File: src/rtl/fetch_queue_unit.sv
`default_nettype none
// ============================================================================
// Module   : fetch_queue_unit
// Brief    : Instruction fetch front end: pipelined IMEM requests with
//            in-order responses, feeding a {pc, instr} queue to IF/ID.
// Revision : 1.0 - initial release
// ============================================================================
module fetch_queue_unit #(
    parameter int              XLEN     = 32,
    parameter int              DEPTH    = 4,
    parameter int              MAX_OUT  = 2,
    parameter logic [XLEN-1:0] RESET_PC = '0
) (
    input  logic                   clk,
    input  logic                   reset,
    input  logic                   fetch_en,
    output logic                   imem_req,
    output logic [XLEN-1:0]        imem_addr,
    input  logic                   imem_gnt,
    input  logic                   imem_rvalid,
    input  logic [31:0]            imem_rdata,
    output logic                   out_valid,
    output logic [31:0]            out_instr,
    output logic [XLEN-1:0]        out_pc,
    input  logic                   out_ready,
    input  logic                   redirect,
    input  logic [XLEN-1:0]        redirect_pc,
    output logic [$clog2(DEPTH):0] occupancy,
    output logic                   resp_err
);
    localparam int c_QW = $clog2(DEPTH);
    localparam int c_PW = (MAX_OUT > 1) ? $clog2(MAX_OUT) : 1;
    localparam int c_OW = $clog2(MAX_OUT) + 1;

    logic [XLEN-1:0] r_fetch_pc;
    logic [c_OW-1:0] r_outstanding;
    logic [c_OW-1:0] r_discard;
    logic [c_QW:0]   r_count;
    logic [c_QW-1:0] r_q_rd;
    logic [c_QW-1:0] r_q_wr;
    logic [XLEN-1:0] r_q_pc    [DEPTH];
    logic [31:0]     r_q_instr [DEPTH];
    logic [XLEN-1:0] r_pend    [MAX_OUT];
    logic [c_PW-1:0] r_pend_rd;
    logic [c_PW-1:0] r_pend_wr;
    logic            r_resp_err;

    logic            w_issue;
    logic            w_drop;
    logic            w_accept;
    logic            w_resp;
    logic            w_spurious;
    logic            w_push;
    logic            w_pop;
    logic [c_QW+1:0] w_reserved;

    function automatic logic [c_PW-1:0] pend_next(input logic [c_PW-1:0] p);
        return (p == c_PW'(MAX_OUT - 1)) ? '0 : p + c_PW'(1);
    endfunction

    // Queue slots are reserved at issue time, so a response always has room.
    assign w_reserved = (c_QW+2)'(r_count) + (c_QW+2)'(r_outstanding);
    assign imem_req   = reset & fetch_en & ~redirect
                      & (r_outstanding < c_OW'(MAX_OUT))
                      & (w_reserved < (c_QW+2)'(DEPTH));
    assign imem_addr  = r_fetch_pc;

    assign w_issue    = imem_req & imem_gnt;
    assign w_drop     = imem_rvalid & (r_discard != '0);
    assign w_accept   = imem_rvalid & (r_discard == '0) & (r_outstanding != '0);
    assign w_resp     = w_drop | w_accept;
    assign w_spurious = imem_rvalid & (r_outstanding == '0);
    assign w_push     = w_accept & ~redirect;
    assign w_pop      = out_valid & out_ready & ~redirect;

    assign out_valid  = (r_count != '0);
    assign out_pc     = r_q_pc[r_q_rd];
    assign out_instr  = r_q_instr[r_q_rd];
    assign occupancy  = r_count;
    assign resp_err   = r_resp_err;

    always_ff @(posedge clk) begin
        if (!reset) begin
            r_fetch_pc    <= RESET_PC;
            r_outstanding <= '0;
            r_discard     <= '0;
            r_count       <= '0;
            r_q_rd        <= '0;
            r_q_wr        <= '0;
            r_pend_rd     <= '0;
            r_pend_wr     <= '0;
            r_resp_err    <= 1'b0;
        end else begin
            if (w_spurious) begin
                r_resp_err <= 1'b1;
            end
            r_outstanding <= r_outstanding + c_OW'(w_issue) - c_OW'(w_resp);
            if (redirect) begin
                // Everything still in flight after this cycle's response is stale.
                r_fetch_pc <= {redirect_pc[XLEN-1:2], 2'b00};
                r_discard  <= r_outstanding - c_OW'(w_resp);
                r_count    <= '0;
                r_q_rd     <= '0;
                r_q_wr     <= '0;
                r_pend_rd  <= '0;
                r_pend_wr  <= '0;
            end else begin
                if (w_issue) begin
                    r_fetch_pc <= r_fetch_pc + XLEN'(4);
                    r_pend_wr  <= pend_next(r_pend_wr);
                end
                if (w_drop) begin
                    r_discard <= r_discard - c_OW'(1);
                end
                if (w_accept) begin
                    r_pend_rd <= pend_next(r_pend_rd);
                end
                if (w_push) begin
                    r_q_wr <= r_q_wr + c_QW'(1);
                end
                if (w_pop) begin
                    r_q_rd <= r_q_rd + c_QW'(1);
                end
                r_count <= r_count + (c_QW+1)'(w_push) - (c_QW+1)'(w_pop);
            end
        end
    end

    always_ff @(posedge clk) begin
        if (w_issue) begin
            r_pend[r_pend_wr] <= r_fetch_pc;
        end
        if (w_push) begin
            r_q_pc[r_q_wr]    <= r_pend[r_pend_rd];
            r_q_instr[r_q_wr] <= imem_rdata;
        end
    end

endmodule
`default_nettype wire

File: config.mk
export PLATFORM = sky130hd
export DESIGN_NAME = fetch_queue_unit
export DESIGN_NICKNAME = d
export VERILOG_FILES = /design/src/rtl/fetch_queue_unit.sv
export SDC_FILE = /design/constraint.sdc
export NUM_CORES = 1
export LEC_CHECK = 0
export CAP_MARGIN = 40
export CORE_MARGIN = 4
export CORE_UTILIZATION = 40
export DETAILED_ROUTE_END_ITERATION = 8
export GPL_TIMING_DRIVEN = 0
export PLACE_DENSITY = 0.68
export SYNTH_ARGS = -nofsm -noshare
export SYNTH_HDL_FRONTEND = slang
export SYNTH_SLANG_ARGS = --single-unit
File: constraint.sdc
create_clock -name clk -period 4.7 [get_ports clk]
set_input_delay 1.175 -clock clk [delete_from_list [all_inputs] [get_ports clk]]
set_output_delay 1.175 -clock clk [all_outputs]
set_load 0.01 [all_outputs]
==> qor.csv <==
metric,value,unit
number of global-route vias before repair,7714,
Max-cap violations,0,
Comb pwr share,8.7,%
Die Span X,193,um
clock share of power,40.8,%
Lkg Pwr,5.61,nW
P_int,0.00566,W
CP bufs+invs,2,
final cycle utilization of the critical path,86.8,%
Post-synth EDFFs,308,
Netlist Area Pre-Place,13700,sq um
clk sinks,355,
PostCTS Resize Cnt,0,
GR Util All Layers,16.1,%
status,"complete, no violations",
GR Overflow Total,0,
"delay-heaviest family, CP",buffers and inverters,
routed vias,7463,
# rows,67,
Area Overhead vs Synth,26.3,%
Final Util,51.4,%
RSZ-0062 raised after global routing,false,
total design power,0.00719,W
count of distinct cell types in the synthesized netlist,55,
"Req. time, crit path",3520,ps
CP endpoint kind,primary output,
Setup CP Type,in2out,
NumNets Final,1031,
Worst Setup SP,reset,
first-pass GRT wire length,45.6,mm
maximum VDD drop,195,uV
"non-filler cells, final",1422,
Clock Tree Buf Depth,3,
Multi-input gate area,3280,sq um
setup TNS,0,ps
layout cells sized above 1,18.2,%
Yosys warning count,0,
Worst-Skew Late Latency,520,ps
CTS tree,built,
Wirelength per Cell,20.9,um
maximum clock frequency,245,MHz
CP max-delay cell,clkdlybuf4s50_1,
power per cell area,416,nW/um^2
min Tclk post-route,4080,ps
starting density of the core,40.7,%
Antenna Cells,0,
post-CTS setup buffer count,0,
IO Port Bufs,165,
fin. max-slew vios,0,
minimum hold slack,495,ps
Layout Skew,19.9,ps
Critical Path Most Common Cell,clkdlybuf4s50_1,
Critical R2R Launch,r_outstanding[1],
Rel. slew slack,45.4,%
# IOs,173,
HP Class,reg2reg,
synthesized instance count,735,
register area,10200,sq um
routed vias/inst,5.25,
sequential share of power,50.5,%
H-tree lvl count,2,
Setup crit start kind,input pin,
number of routed nets with antenna violations,0,
Worst path max stage delay,550,ps
Worst Max-Slew Pin Slew,819,ps
CP Cell Sequence,"clkdlybuf4s50_1, nor2b_1, and3_1, clkdlybuf4s50_1",
Synth async-reset ratio,0,%
Clock Tree Root,clkbuf_16,
final hold vios,0,
Synth Register Bits,355,
post-synthesis sequential area ratio,74.5,%
crit path DAT,2910,ps
HPWL after detailed placement,19.2,mm
die area,37200,sq um
ys flop type,edfxtp_1,
GPL Wtd Cong,0.818,
Final Setup Violations,0,
First-pass DRT Iterations,5,
worst hold path startpoint,resp_err,
die span in y,193,um
Sw Pwr,0.00153,W
final WL,29.7,mm
Sw Share,21.2,%
"Avg Cell Area, Syn",18.6,sq um
dpl cells,1356,
Initial DRC Count,496,
hold_buf cts,0,
TritonCTS buffer count,38,
initial antenna violation count,0,
number of fill cells,2739,
# DRC,0,
largest net degree at the start of global routing,48,
clock transition at the registers of the reported paths,60,ps
CP max FO,6,
CORE AREA,33600,sq um
[power by group through the flow]
stage	clock network (W)	logic, W	registers [W]
2_1_floorplan	0	0.000313	0.00368
3_3_place_gp	0	0.000611	0.00370
3_5_place_dp	0	0.000637	0.00369
4_1_cts	0.00301	0.000640	0.00363
5_1_grt	0.00315	0.000686	0.00364
6_report	0.00293	0.000629	0.00363
[placed cells by master, fill, tap and decap left out, types with 5 or more instances in the layout]
| cell type | synthesis | final |
|---|---|---|
| a21oi_1 | 19 | 19 |
| a31oi_1 | 10 | 10 |
| and2_1 | 10 | 5 |
| and3_1 | 11 | 11 |
| buf_2 | 9 | 9 |
| buf_4 | 5 | 5 |
| clkbuf_1 | 19 | 26 |
| clkbuf_16 | 0 | 39 |
| clkdlybuf4s50_1 | 0 | 165 |
| clkinv_1 | 0 | 7 |
| dfxtp_1 | 47 | 47 |
| edfxtp_1 | 308 | 308 |
| ha_1 | 11 | 11 |
| inv_1 | 13 | 13 |
| mux2_2 | 31 | 31 |
| mux4_2 | 62 | 62 |
| nand2_1 | 26 | 26 |
| nand3_1 | 17 | 17 |
| nand4_1 | 16 | 16 |
| nor2_1 | 29 | 28 |
| o21ai_0 | 14 | 14 |
| xnor2_1 | 9 | 9 |
| xor2_1 | 7 | 7 |
[cell usage after synthesis (3+ instances only)]
master | instances | area [sq um]
a31oi_1 | 10 | 62.6
buf_2 | 9 | 45.0
a211oi_1 | 3 | 22.5
ha_1 | 11 | 138
a22oi_1 | 3 | 22.5
edfxtp_1 | 308 | 9250
o21ai_0 | 14 | 70.1
mux4_2 | 62 | 1400
xnor2_1 | 9 | 78.8
dfxtp_1 | 47 | 941
inv_1 | 13 | 48.8
or3_1 | 4 | 25.0
nand2_1 | 26 | 97.6
and3_1 | 11 | 68.8
mux2_2 | 31 | 349
o211ai_1 | 3 | 22.5
nand4_1 | 16 | 100
clkbuf_1 | 19 | 71.3
nor2_1 | 29 | 109
xor2_1 | 7 | 61.3
nand3_1 | 17 | 85.1
o21a_1 | 3 | 22.5
and2_1 | 10 | 62.6
mux2i_1 | 4 | 40.0
a21oi_1 | 19 | 95.1
nor3_1 | 4 | 20.0
buf_4 | 5 | 37.5
and4_1 | 3 | 26.3
[metal layers]
layer	global-route usage [%]	routed length (um)
met1	22.5	13000
met2	25.4	13900
met3	3.64	2210
met4	4.85	625
met5	0	0
[through the flow]
stage	setup slack [ps]	area, sq um
after detailed placement	636	16000
final	620	17300
after floorplan	995	13700
after global placement	-948	15900
after CTS	498	17300
after global routing	386	17300
[final timing paths]
check | to | slack (ps) | depth (start not counted)
max reg2reg | r_pend[1][26] | 1900 | 7
max | imem_req | 620 | 4
min | resp_err | 500 | 2
min reg2reg | resp_err | 500 | 2
[cells by family (layout without fill, tap and decap cells)]
logic type | count (synthesis) | after routing | share of synthesized area [%]
compound gates | 73 | 73 | 3.43
fa+ha+maj | 12 | 12 | 1.15
xor+xnor | 16 | 16 | 1.03
other cells | 1 | 4 | 0.0274
buf+inv | 50 | 286 | 1.70
simple gates | 131 | 131 | 5.07
flops | 355 | 355 | 74.5
mux | 97 | 97 | 13.1
[worst min-delay path, stage by stage, from the launching register on]
cell and delay (ps):
dfxtp_1 340, a21oi_1 50, nor2_1 80
[registers in the layout (all words and copies together), names as in the netlist, named ones only]
name,count
resp_err,1
r_discard,2
occupancy,3
imem_addr,30
r_q_rd,2
r_q_pc,120
r_q_instr,128
r_pend,60
r_pend_wr,1
r_q_wr,2
r_outstanding,2
r_pend_rd,1
[final cells by class]
type	count	area share, %
inverters	13	0.283
clock buffers	49	6.04
clock inverters	17	1.06
well taps	448	3.25
multi-input cells	333	19.0
repair buffers	170	10.3
flip-flops and latches	355	59.0
plain buffers	37	1.06
Note: power is estimated with default switching activity, not from simulation.
